## src/rtl/timekeeper.sv

```systemverilog
// timekeeper -- real-time clock with HH:MM:SS counters, field editing and an
// optional alarm.
//
// A prescaler divides clk down to a one-cycle tick_1hz pulse once every
// CLK_FREQ_HZ cycles. Each tick advances the time of day. Rising edges on
// inc/dec edit the field chosen by select.
//
// Optional feature macro: TIMEKEEPER_ALARM_EN
//   Defined   : alarm registers and match/acknowledge logic are built.
//   Undefined : the alarm ports remain, their inputs are ignored and
//               alarm_out is tied low.
//
// Ports
//   clk            i  clock; all state updates on its rising edge
//   reset          i  synchronous, active-high reset
//   select_i..     -- (names fixed by the interface, see below)
//   select         i  [1:0] edit field: 0 none, 1 sec, 2 min, 3 hour
//   inc / dec      i  edit requests, acted on at their rising edge only
//   mode_12h       i  1 = 12-hour display, 0 = 24-hour display
//   alarm_set      i  load alarm_hour_in/alarm_min_in and arm the alarm
//   alarm_hour_in  i  [4:0] alarm hour 0-23
//   alarm_min_in   i  [5:0] alarm minute 0-59
//   alarm_ack      i  clears alarm_out
//   sec_out        o  [5:0] seconds 0-59
//   min_out        o  [5:0] minutes 0-59
//   hour_out       o  [4:0] internal hour 0-23
//   disp_hour      o  [4:0] displayed hour (1-12 or 0-23)
//   pm             o  hour_out >= 12
//   tick_1hz       o  one-cycle pulse per second
//   alarm_out      o  alarm active
module timekeeper #(
  parameter int unsigned CLK_FREQ_HZ = 1000,
  parameter int unsigned CNT_W       = 32
) (
  input  logic       clk,
  input  logic       reset,
  input  logic [1:0] select,
  input  logic       inc,
  input  logic       dec,
  input  logic       mode_12h,
  input  logic       alarm_set,
  input  logic [4:0] alarm_hour_in,
  input  logic [5:0] alarm_min_in,
  input  logic       alarm_ack,
  output logic [5:0] sec_out,
  output logic [5:0] min_out,
  output logic [4:0] hour_out,
  output logic [4:0] disp_hour,
  output logic       pm,
  output logic       tick_1hz,
  output logic       alarm_out
);

  localparam logic [CNT_W-1:0] PRESC_MAX = CNT_W'(CLK_FREQ_HZ - 1);
  localparam logic [1:0] SEL_SEC  = 2'd1;
  localparam logic [1:0] SEL_MIN  = 2'd2;
  localparam logic [1:0] SEL_HOUR = 2'd3;

  logic [CNT_W-1:0] presc_q, presc_d;
  logic [5:0]       sec_q, sec_d;
  logic [5:0]       min_q, min_d;
  logic [4:0]       hour_q, hour_d;
  logic             inc_prev_q, dec_prev_q;
  // Set by reset, cleared one cycle later. Blocks edge detection in the first
  // cycle after release so a button held through reset is not seen as a new
  // press while the previous-value registers still hold their reset zeros.
  logic             first_q;

  logic inc_edge, dec_edge, edit, sec_edit, min_edit, hour_edit;
  logic presc_hit, tick;

  assign inc_edge  = inc & ~inc_prev_q & ~first_q;
  assign dec_edge  = dec & ~dec_prev_q & ~first_q;
  // Simultaneous inc/dec edges cancel; select = 0 means no field is editable.
  assign edit      = (inc_edge ^ dec_edge) && (select != 2'd0);
  assign sec_edit  = edit && (select == SEL_SEC);
  assign min_edit  = edit && (select == SEL_MIN);
  assign hour_edit = edit && (select == SEL_HOUR);

  assign presc_hit = (presc_q == PRESC_MAX);
  // A seconds edit restarts the second, so it swallows a coincident tick.
  assign tick      = presc_hit & ~sec_edit & ~reset;

  // Next-state: tick advance first (carries from pre-edit values), then the
  // selected field is overridden by its edit result.
  always_comb begin
    presc_d = presc_hit ? '0 : presc_q + CNT_W'(1);
    sec_d   = sec_q;
    min_d   = min_q;
    hour_d  = hour_q;
    if (tick) begin
      sec_d = (sec_q == 6'd59) ? 6'd0 : sec_q + 6'd1;
      if (sec_q == 6'd59) begin
        min_d = (min_q == 6'd59) ? 6'd0 : min_q + 6'd1;
        if (min_q == 6'd59) begin
          hour_d = (hour_q == 5'd23) ? 5'd0 : hour_q + 5'd1;
        end
      end
    end
    if (sec_edit) begin
      sec_d   = 6'd0;
      presc_d = '0;
    end
    if (min_edit) begin
      if (inc_edge) min_d = (min_q == 6'd59) ? 6'd0 : min_q + 6'd1;
      else          min_d = (min_q == 6'd0) ? 6'd59 : min_q - 6'd1;
    end
    if (hour_edit) begin
      if (inc_edge) hour_d = (hour_q == 5'd23) ? 5'd0 : hour_q + 5'd1;
      else          hour_d = (hour_q == 5'd0) ? 5'd23 : hour_q - 5'd1;
    end
  end

  always_ff @(posedge clk) begin
    if (reset) begin
      presc_q    <= '0;
      sec_q      <= 6'd0;
      min_q      <= 6'd0;
      hour_q     <= 5'd0;
      inc_prev_q <= 1'b0;
      dec_prev_q <= 1'b0;
      first_q    <= 1'b1;
    end else begin
      presc_q    <= presc_d;
      sec_q      <= sec_d;
      min_q      <= min_d;
      hour_q     <= hour_d;
      inc_prev_q <= inc;
      dec_prev_q <= dec;
      first_q    <= 1'b0;
    end
  end

  assign sec_out  = sec_q;
  assign min_out  = min_q;
  assign hour_out = hour_q;
  assign tick_1hz = tick;

  // Display mapping only; stored time is always 24-hour.
  always_comb begin
    pm        = (hour_q >= 5'd12);
    disp_hour = hour_q;
    if (mode_12h) begin
      if (hour_q == 5'd0)       disp_hour = 5'd12;
      else if (hour_q > 5'd12)  disp_hour = hour_q - 5'd12;
    end
  end

`ifdef TIMEKEEPER_ALARM_EN
  logic       armed_q;
  logic [4:0] al_hour_q;
  logic [5:0] al_min_q;
  logic       alarm_q;
  logic       alarm_hit;

  // Only a clock tick can trigger; any edit in the same cycle disqualifies it.
  assign alarm_hit = tick & ~edit & armed_q & (sec_d == 6'd0) &
                     (min_d == al_min_q) & (hour_d == al_hour_q);

  always_ff @(posedge clk) begin
    if (reset) begin
      armed_q   <= 1'b0;
      al_hour_q <= 5'd0;
      al_min_q  <= 6'd0;
      alarm_q   <= 1'b0;
    end else begin
      if (alarm_set) begin
        armed_q   <= 1'b1;
        al_hour_q <= alarm_hour_in;
        al_min_q  <= alarm_min_in;
      end
      // Acknowledge wins over a new trigger; a trigger wins over the
      // minute-mismatch auto-clear (the pre-tick minute differs by design).
      if (alarm_ack)               alarm_q <= 1'b0;
      else if (alarm_hit)          alarm_q <= 1'b1;
      else if (min_q != al_min_q)  alarm_q <= 1'b0;
    end
  end

  assign alarm_out = alarm_q;
`else
  logic unused_alarm;
  assign unused_alarm = ^{alarm_set, alarm_hour_in, alarm_min_in, alarm_ack};
  assign alarm_out    = 1'b0;
`endif

endmodule

```

## config.mk

```make
export PLATFORM = sky130hd
export DESIGN_NAME = timekeeper
export DESIGN_NICKNAME = d
export VERILOG_FILES = /design/src/rtl/timekeeper.sv
export SDC_FILE = /design/constraint.sdc
export NUM_CORES = 1
export LEC_CHECK = 0
export ABC_CLOCK_PERIOD_IN_PS = 3300
export BUFFER_PORTS_ARGS = -buffer_cell sky130_fd_sc_hd__buf_4
export CORE_AREA = 2 2 113 115
export CTS_CLUSTER_SIZE = 30
export DETAILED_ROUTE_END_ITERATION = 8
export DIE_AREA = 0 0 115 117
export HOLD_SLACK_MARGIN = 0.03
export PLACE_DENSITY = 0.47
export SLEW_MARGIN = 5
export SYNTH_ARGS = -nofsm -noshare
export SYNTH_HDL_FRONTEND = slang
export SYNTH_SLANG_ARGS = --single-unit
```

## constraint.sdc

```tcl
create_clock -name clk -period 3.3 [get_ports clk]
set_input_delay 0.495 -clock clk [delete_from_list [all_inputs] [get_ports clk]]
set_output_delay 0.495 -clock clk [all_outputs]
set_load 0.1 [all_outputs]
```

==> impl_metrics.toml, run 1 <==
[floorplanning]
initial_core_util = 0.244
die_h_um = 117
fp.coreArea_um2 = 12300
rows = 41
dieArea_um2 = 13500
die_x_um = 115
io_pins = 45

[sta]
timing.final.crit_share = 0.844
min_period_ns = 2.79
drv_slew = 0
fmax_ghz = 0.359
fin_skew_ns = 0.00500
rsz0062_at_grt = "no"
worst_pin_slew_ns = 0.698
slew_headroom = 0.530
hold_viol_final = 0
setup_violations = 0

[setup_path]
startpoint = "presc_q[2]"
critPathKind = "flop to output pin"
r2r-start = "presc_q[2]"
ff2ff_path_depth = 5
arrival_ns = 2.29
startpoint_type = "flop"
r2r_slack_ns = 0.83
required_ns = 2.80
crit_path_end = "tick_1hz"
reg2reg_to = "sec_out[5]"
crit_fanout = 7
end_kind = "output pin"

[cells_and_area]
multi_input_area_um2 = 1870
final_cell_mix = "dfxtp_1 (52), nor2_1 (41), buf_4 (36)"
mostFrequentLayoutCell = "dfxtp_1"
antennaDiodeCount = 0
fillers = 1339
nNetsFinal = 441
fin_area_um2 = 3570
seq_area_um2 = 1040
drive_above_1_share = 0.124
area_delta_synth_final_pct = 18.8

[synth]
synth_area_leaders = "dfxtp_1 (35%), xor2_1 (6.1%), nor2_1 (5.2%)"
async_reset_ff_frac = 0
synth_seq_cells = 52
synth.avg_cell_area_um2 = 7.96
ys_seq_area_frac = 0.346
netlist.area_leader.share = 0.346
netlist_instances = 378
synth_ff_type = "dfxtp_1"
netlist.top_cell.by_area = "dfxtp_1"
ys.warnings.count = 0
syn_nets = 409
synth_cell_types = 51
synth_edf_count = 0
netlist_area_um2 = 3010

[clock_network]
cts_root_buf = "clkbuf_16"
clk_latency_ns = 0.30
cts.sinks = 52
cts_hold_buf = 0
path_clk_slew_ns = 0.07
clockBufferDepth = 2
cts_tree = "done"
cts_max_level = 2
post_cts_resized = 0
cts_buffers = 5
postCtsSetupBuffers = 0

[global_routing]
grt_use_total = 0.118
grt_pass1_vias = 2625
antenna_found_initial = 0
grt_pass1_wl_um = 12900
grt_max_degree = 33
grt-ovfl-total = 0

[power_and_ir_drop]
vdd_ir_drop_max_mv = 0.182
powerDensity_nw_per_um2 = 388
fin_total_pwr_mw = 1.39
p_leak_nw = 1.25

[route]
drc = 0
via_per_inst = 5.01
num_vias = 2808
drt_iter0_markers = 220
routed_wl_um = 7570
firstDrtPassIters = 4
ant_nets = 0
wl_per_cell_um = 13.5

[place]
place_congestion = 0.819
dp.final_hpwl_um = 5340
io_buffers = 30
place_area_um2 = 3420

[job]
cap_violations = 0

[hold_path]
holdPathStages = 2
hold_path.class = "input port to flop"
hp-start = "inc"

[status]
status = "finished clean"
cell usage after synthesis, types with 2 or more instances:
cell type / instances
dfxtp_1: 52
nor2_1: 42
nand2_1: 33
nand3_1: 28
a21oi_1: 22
xor2_1: 21
o21ai_0: 17
inv_1: 15
nand4_1: 14
ha_1: 11
nor3_1: 11
xnor2_1: 11
clkbuf_1: 10
or3_1: 8
a221oi_1: 7
and3_1: 6
nand2b_1: 6
nor2b_1: 6
and4_1: 5
nor4_1: 5
a311oi_1: 4
o211ai_1: 4
a211oi_1: 3
or4_1: 3
a21boi_0: 2
and2_1: 2
nor4_2: 2
o2111a_1: 2
o2111ai_1: 2
o31ai_1: 2
or3b_2: 2
cell type report:
class	instances	area share
flip-flops and latches	52	0.291
clock buffers	7	0.0399
multi-input cells	300	0.523
well taps	150	0.0525
inverters	15	0.0158
repair buffers	36	0.0756
clock inverters	1	0.00210
logic make-up after synthesis:
family | synth area share
flops | 0.346
compound gates | 0.163
buf+inv | 0.0337
fa+ha+maj | 0.0457
xor+xnor | 0.0931
simple gates | 0.314
mux | 0.00333
other cells | 0.00125
where the power goes:
group	switching, mW	leakage (nW)	internal, mW
registers	0.0135	0.421	0.637
clock network	0.248	0.0701	0.303
logic	0.137	0.762	0.0488
total	0.398	1.25	0.989
worst min path at each step:
stage / end
floorplan: presc_q[0]
global placement: presc_q[0]
detailed placement: presc_q[0]
CTS: inc_prev_q
global route: inc_prev_q
finish: inc_prev_q
routing by layer:
| metal | GRT usage | part of all wire |
|---|---|---|
| met5 | 0 | 0 |
| met3 | 0.0252 | 0.038 |
| met4 | 0.0273 | 0.0095 |
| met1 | 0.154 | 0.49 |
| met2 | 0.200 | 0.47 |
critical path: stages, from the launching register on:
cell,delay (ns)
dfxtp_1,0.44
or4b_1,0.52
nor4_2,0.28
buf_4,0.18
nand2_1,0.16
nor2_2,0.12
buf_4,0.29
per-stage QoR:
stage | std cells | setup TNS [ns] | worst slack (ns) | hold WS (ns) | utilization
3_5_place_dp | 553 | 0 | 0.809 | 0.462 | 0.278
3_3_place_gp | 553 | 0 | 0.803 | 0.446 | 0.278
2_1_floorplan | 378 | -2.02 | -0.556 | 0.430 | -
5_1_grt | 561 | 0 | 0.338 | 0.425 | 0.290
4_1_cts | 561 | 0 | 0.483 | 0.421 | 0.290
6_report | 561 | 0 | 0.515 | 0.426 | 0.290
state kept, by name, indices dropped and copies added (netlist names):
signal	count
dec_prev_q	1
first_q	1
hour_out	5
inc_prev_q	1
min_out	6
presc_q	32
sec_out	6
Power figures use the tool's default switching activity.
==> run 2: changes to the inputs <==
--- a/config.mk
+++ b/config.mk
@@ -5,7 +5,7 @@
 export SDC_FILE = /design/constraint.sdc
 export NUM_CORES = 1
 export LEC_CHECK = 0
-export ABC_CLOCK_PERIOD_IN_PS = 3300
+export ABC_CLOCK_PERIOD_IN_PS = 2600
 export BUFFER_PORTS_ARGS = -buffer_cell sky130_fd_sc_hd__buf_4
 export CORE_AREA = 2 2 113 115
 export CTS_CLUSTER_SIZE = 30
==> constraint.sdc (replaced) <==
create_clock -name clk -period 2.6 [get_ports clk]
set_input_delay 0.39 -clock clk [delete_from_list [all_inputs] [get_ports clk]]
set_output_delay 0.39 -clock clk [all_outputs]
set_load 0.1 [all_outputs]
==> impl_metrics.toml, run 2 (synthesis results as in run 1) <==
[place]
io_buffers = 30
dp.final_hpwl_um = 5530
place_congestion = 0.788
dp_cells = 564
place_area_um2 = 3590

[clock_network]
clockBufferDepth = 2
cts_root_buf = "clkbuf_16"
postCtsSetupBuffers = 0
cts_hold_buf = 0
cts_tree = "done"
clk_latency_ns = 0.28
cts.sinks = 52
path_clk_slew_ns = 0.07
cts_buffers = 5
post_cts_resized = 1
cts_max_level = 2

[power_and_ir_drop]
switchingPower_mw = 0.489
power_frac_comb = 0.151
switching_share = 0.283
fin_total_pwr_mw = 1.72
p_seq_frac = 0.478
p_clk_frac = 0.371
vdd_ir_drop_max_mv = 0.280
internal_power_mw = 1.24
p_leak_nw = 1.32
powerDensity_nw_per_um2 = 462

[sta]
fin_setup_tns_ns = 0
fmax_ghz = 0.414
slew_headroom = 0.620
worst_pin_slew_ns = 0.566
min_period_ns = 2.42
rsz0062_at_grt = "no"
fin_skew_ns = 0.00317
setup_violations = 0
hold_viol_final = 0
timing.final.crit_share = 0.929
drv_slew = 0

[route]
wl_per_cell_um = 13.1
drc = 0
firstDrtPassIters = 4
routed_wl_um = 7480
drt_iter0_markers = 172
ant_nets = 0
via_per_inst = 4.96
num_vias = 2835

[floorplanning]
die_x_um = 115
io_pins = 45
fp.coreArea_um2 = 12300
die_h_um = 117
initial_core_util = 0.244
rows = 41
dieArea_um2 = 13500

[setup_path]
arrival_ns = 2.03
cpPeakStageDelay_ns = 0.54
required_ns = 2.21
crit_fanout = 5
critPathKind = "flop to output pin"
cp_num_buf_inv = 1
worstPathCellList = "or4b_1 > nor4_2 > nand2_1 > nor2_4 > buf_6"
end_kind = "output pin"
crit_family = "simple AND/OR/NAND/NOR gates"
startpoint_type = "flop"
cp_slowest_cell = "or4b_1"

[cells_and_area]
area_delta_synth_final_pct = 24.1
fin_util = 0.303
final_cell_mix = "buf_4 (45), dfxtp_1 (42), nor2_1 (41)"
largest_register = "presc_q"
largest_reg_flops = 32
antennaDiodeCount = 0
final_cell_count_no_fill = 571
fillers = 1335
mostFrequentLayoutCell = "buf_4"
nNetsFinal = 452
drive_above_1_share = 0.188
fin_area_um2 = 3730

[global_routing]
grt-ovfl-total = 0
grt_pass1_wl_um = 12800
grt_pass1_vias = 2710
antenna_found_initial = 0
grt_use_total = 0.115
grt_max_degree = 28

[hold_path]
hold_path.class = "input port to flop"

[job]
cap_violations = 0

[status]
status = "finished clean"
==> run 2: changes by cell type in the layout (fill, tap and decap cells not counted), moves of 2 or more <==
cell	change
dfxtp_1	-10
a21oi_1	-2
buf_4	+9
dfxtp_2	+10
a21oi_4	+2
==> run 2: metal layers <==
metal  track usage  share of wire
met1         0.148           0.47
met2         0.200           0.48
met3        0.0211          0.034
met4        0.0289         0.0087
met5             0              0
==> run 2: layout make-up <==
cell class	instances	area, um2	share of cell area
Clock buffer	6	129	0.0345
Clock inverter	1	5.00	0.00134
Inverter	15	56.3	0.0151
Multi-Input combinational cell	300	1930	0.518
Sequential cell	52	1050	0.282
Tap cell	150	188	0.0503
Timing Repair Buffer	47	369	0.0988
==> run 2: through the flow <==
| stage | hold WS, ns | setup WS (ns) |
|---|---|---|
| finish | 0.339 | 0.183 |
| global route | 0.337 | 0.0291 |
| CTS | 0.333 | 0.0536 |
| detailed placement | 0.458 | 0.139 |
| global placement | 0.446 | 0.168 |
| floorplan | 0.418 | 0.0183 |
==> run 2: power by group through the flow <==
stage	Clock, mW	Sequential, mW	Combinational (mW)
2_1_floorplan	0	0.877	0.157
3_3_place_gp	0	0.843	0.262
3_5_place_dp	0	0.843	0.262
4_1_cts	0.665	0.824	0.263
5_1_grt	0.693	0.826	0.282
6_report	0.640	0.825	0.261
==> run 2: final timing paths <==
kind	startpoint	slack (ns)	end	cells after the start
max	presc_q[3]	0.18	tick_1hz	5
max reg2reg	presc_q[3]	0.20	sec_out[5]	5
min reg2reg	sec_out[1]	0.48	sec_out[1]	2
min	inc	0.34	inc_prev_q	2
==> run 3: changes to the inputs <==
--- a/config.mk
+++ b/config.mk
@@ -8,9 +8,11 @@
 export ABC_CLOCK_PERIOD_IN_PS = 2600
 export BUFFER_PORTS_ARGS = -buffer_cell sky130_fd_sc_hd__buf_4
 export CORE_AREA = 2 2 113 115
+export CTS_BUF_LIST = sky130_fd_sc_hd__clkbuf_4 sky130_fd_sc_hd__clkbuf_8
 export CTS_CLUSTER_SIZE = 30
 export DETAILED_ROUTE_END_ITERATION = 8
 export DIE_AREA = 0 0 115 117
+export GPL_ROUTABILITY_DRIVEN = 0
 export HOLD_SLACK_MARGIN = 0.03
 export PLACE_DENSITY = 0.47
 export SLEW_MARGIN = 5
==> impl_metrics.toml, run 3 (synthesis results as in run 1) <==
[place]
io_buffers = 30
dp_slack_ns = 0.139
dp.final_hpwl_um = 5530

[cells_and_area]
mostFrequentLayoutCell = "buf_4"
final_cell_mix = "buf_4 (45), dfxtp_1 (42), nor2_1 (41)"
drive_above_1_share = 0.190
fin_util = 0.300
area_delta_synth_final_pct = 22.7
antennaDiodeCount = 0
nNetsFinal = 452
largest_reg_flops = 32
largest_register = "presc_q"

[sta]
hold_viol_final = 0
slew_headroom = 0.608
layout_setup_ws_ns = 0.146
worst_pin_slew_ns = 0.584
fmax_ghz = 0.408
min_period_ns = 2.45
setup_violations = 0
fin_skew_ns = 0.00923
timing.final.crit_share = 0.944
drv_slew = 0
holdWs_ns = 0.320
rsz0062_at_grt = "no"
fin_setup_tns_ns = 0

[clock_network]
cts_buffers = 5
clk_latency_ns = 0.30
cts_max_level = 2
postCtsSetupBuffers = 0
cts_root_buf = "clkbuf_8"
clockBufferDepth = 2
path_clk_slew_ns = 0.10
cts.sinks = 52
cts_tree = "done"
cts_hold_buf = 0

[global_routing]
grt_pass1_wl_um = 12800
grt-ovfl-total = 0
grt_use_total = 0.115
grt_pass1_vias = 2706
antenna_found_initial = 0
grt_max_degree = 28

[floorplanning]
initial_core_util = 0.244
die_h_um = 117
fp.coreArea_um2 = 12300
io_pins = 45
rows = 41
dieArea_um2 = 13500
die_x_um = 115

[setup_path]
r2r_slack_ns = 0.15
arrival_ns = 2.06
end_kind = "output pin"
crit_fanout = 5
startpoint_type = "flop"
critPathKind = "flop to output pin"
required_ns = 2.21

[route]
routed_wl_um = 7550
drc = 0
via_per_inst = 5.01
firstDrtPassIters = 4
num_vias = 2858
ant_nets = 0
drt_iter0_markers = 127
wl_per_cell_um = 13.2

[job]
cap_violations = 0

[power_and_ir_drop]
vdd_ir_drop_max_mv = 0.190
fin_total_pwr_mw = 1.55
powerDensity_nw_per_um2 = 420
p_leak_nw = 1.30

[status]
status = "finished clean"

[hold_path]
hold_path.class = "input port to flop"
-- run 3: area by class of cell --
cell class,instances,area [um2]
Tap cell,150,188
Clock buffer,6,76.3
Multi-Input combinational cell,300,1940
Fill cell,1343,8620
Timing Repair Buffer,47,369
Sequential cell,52,1050
Inverter,15,56.3
Clock inverter,1,5.00
-- run 3: worst max-delay path, stage by stage, from the launching register on --
cell,delay (ns)
dfxtp_1,0.36
or4b_1,0.57
nor4_4,0.34
nand2_1,0.16
nor2_4,0.11
buf_6,0.23
-- run 3: metrics by stage --
step / cell area (um2) / std cells
2_1_floorplan: 3080 / 378
3_3_place_gp: 3590 / 564
3_5_place_dp: 3590 / 564
4_1_cts: 3670 / 571
5_1_grt: 3690 / 571
6_report: 3690 / 571
-- run 3: layer usage --
metal	GRT usage	vias to the layer above	share of wire
li1	-	1455	-
met1	0.148	1347	0.46
met2	0.200	52	0.49
met3	0.0211	4	0.038
met4	0.0289	0	0.0086
met5	0	-	0
-- run 3: worst paths after layout --
path | startpoint | end | depth (start not counted)
worst max-delay path | presc_q[3] | tick_1hz | 5
worst min-delay path | inc | inc_prev_q | 2
worst max register to register | presc_q[4] | sec_out[5] | 5
worst min register to register | sec_out[1] | sec_out[1] | 2
-- run 3: timing repair --
action | 4_1_cts | 5_1_grt
gates resized for setup | 1 | 5
hold endpoints to repair | 0 | 0
setup endpoints to repair | 1 | 2
-- run 3: where the power goes --
part           leakage, nW  switching [mW]  internal [mW]
combinational        0.826           0.185         0.0760
sequential           0.426          0.0153          0.809
clock               0.0445           0.269          0.195
total                 1.30           0.469           1.08
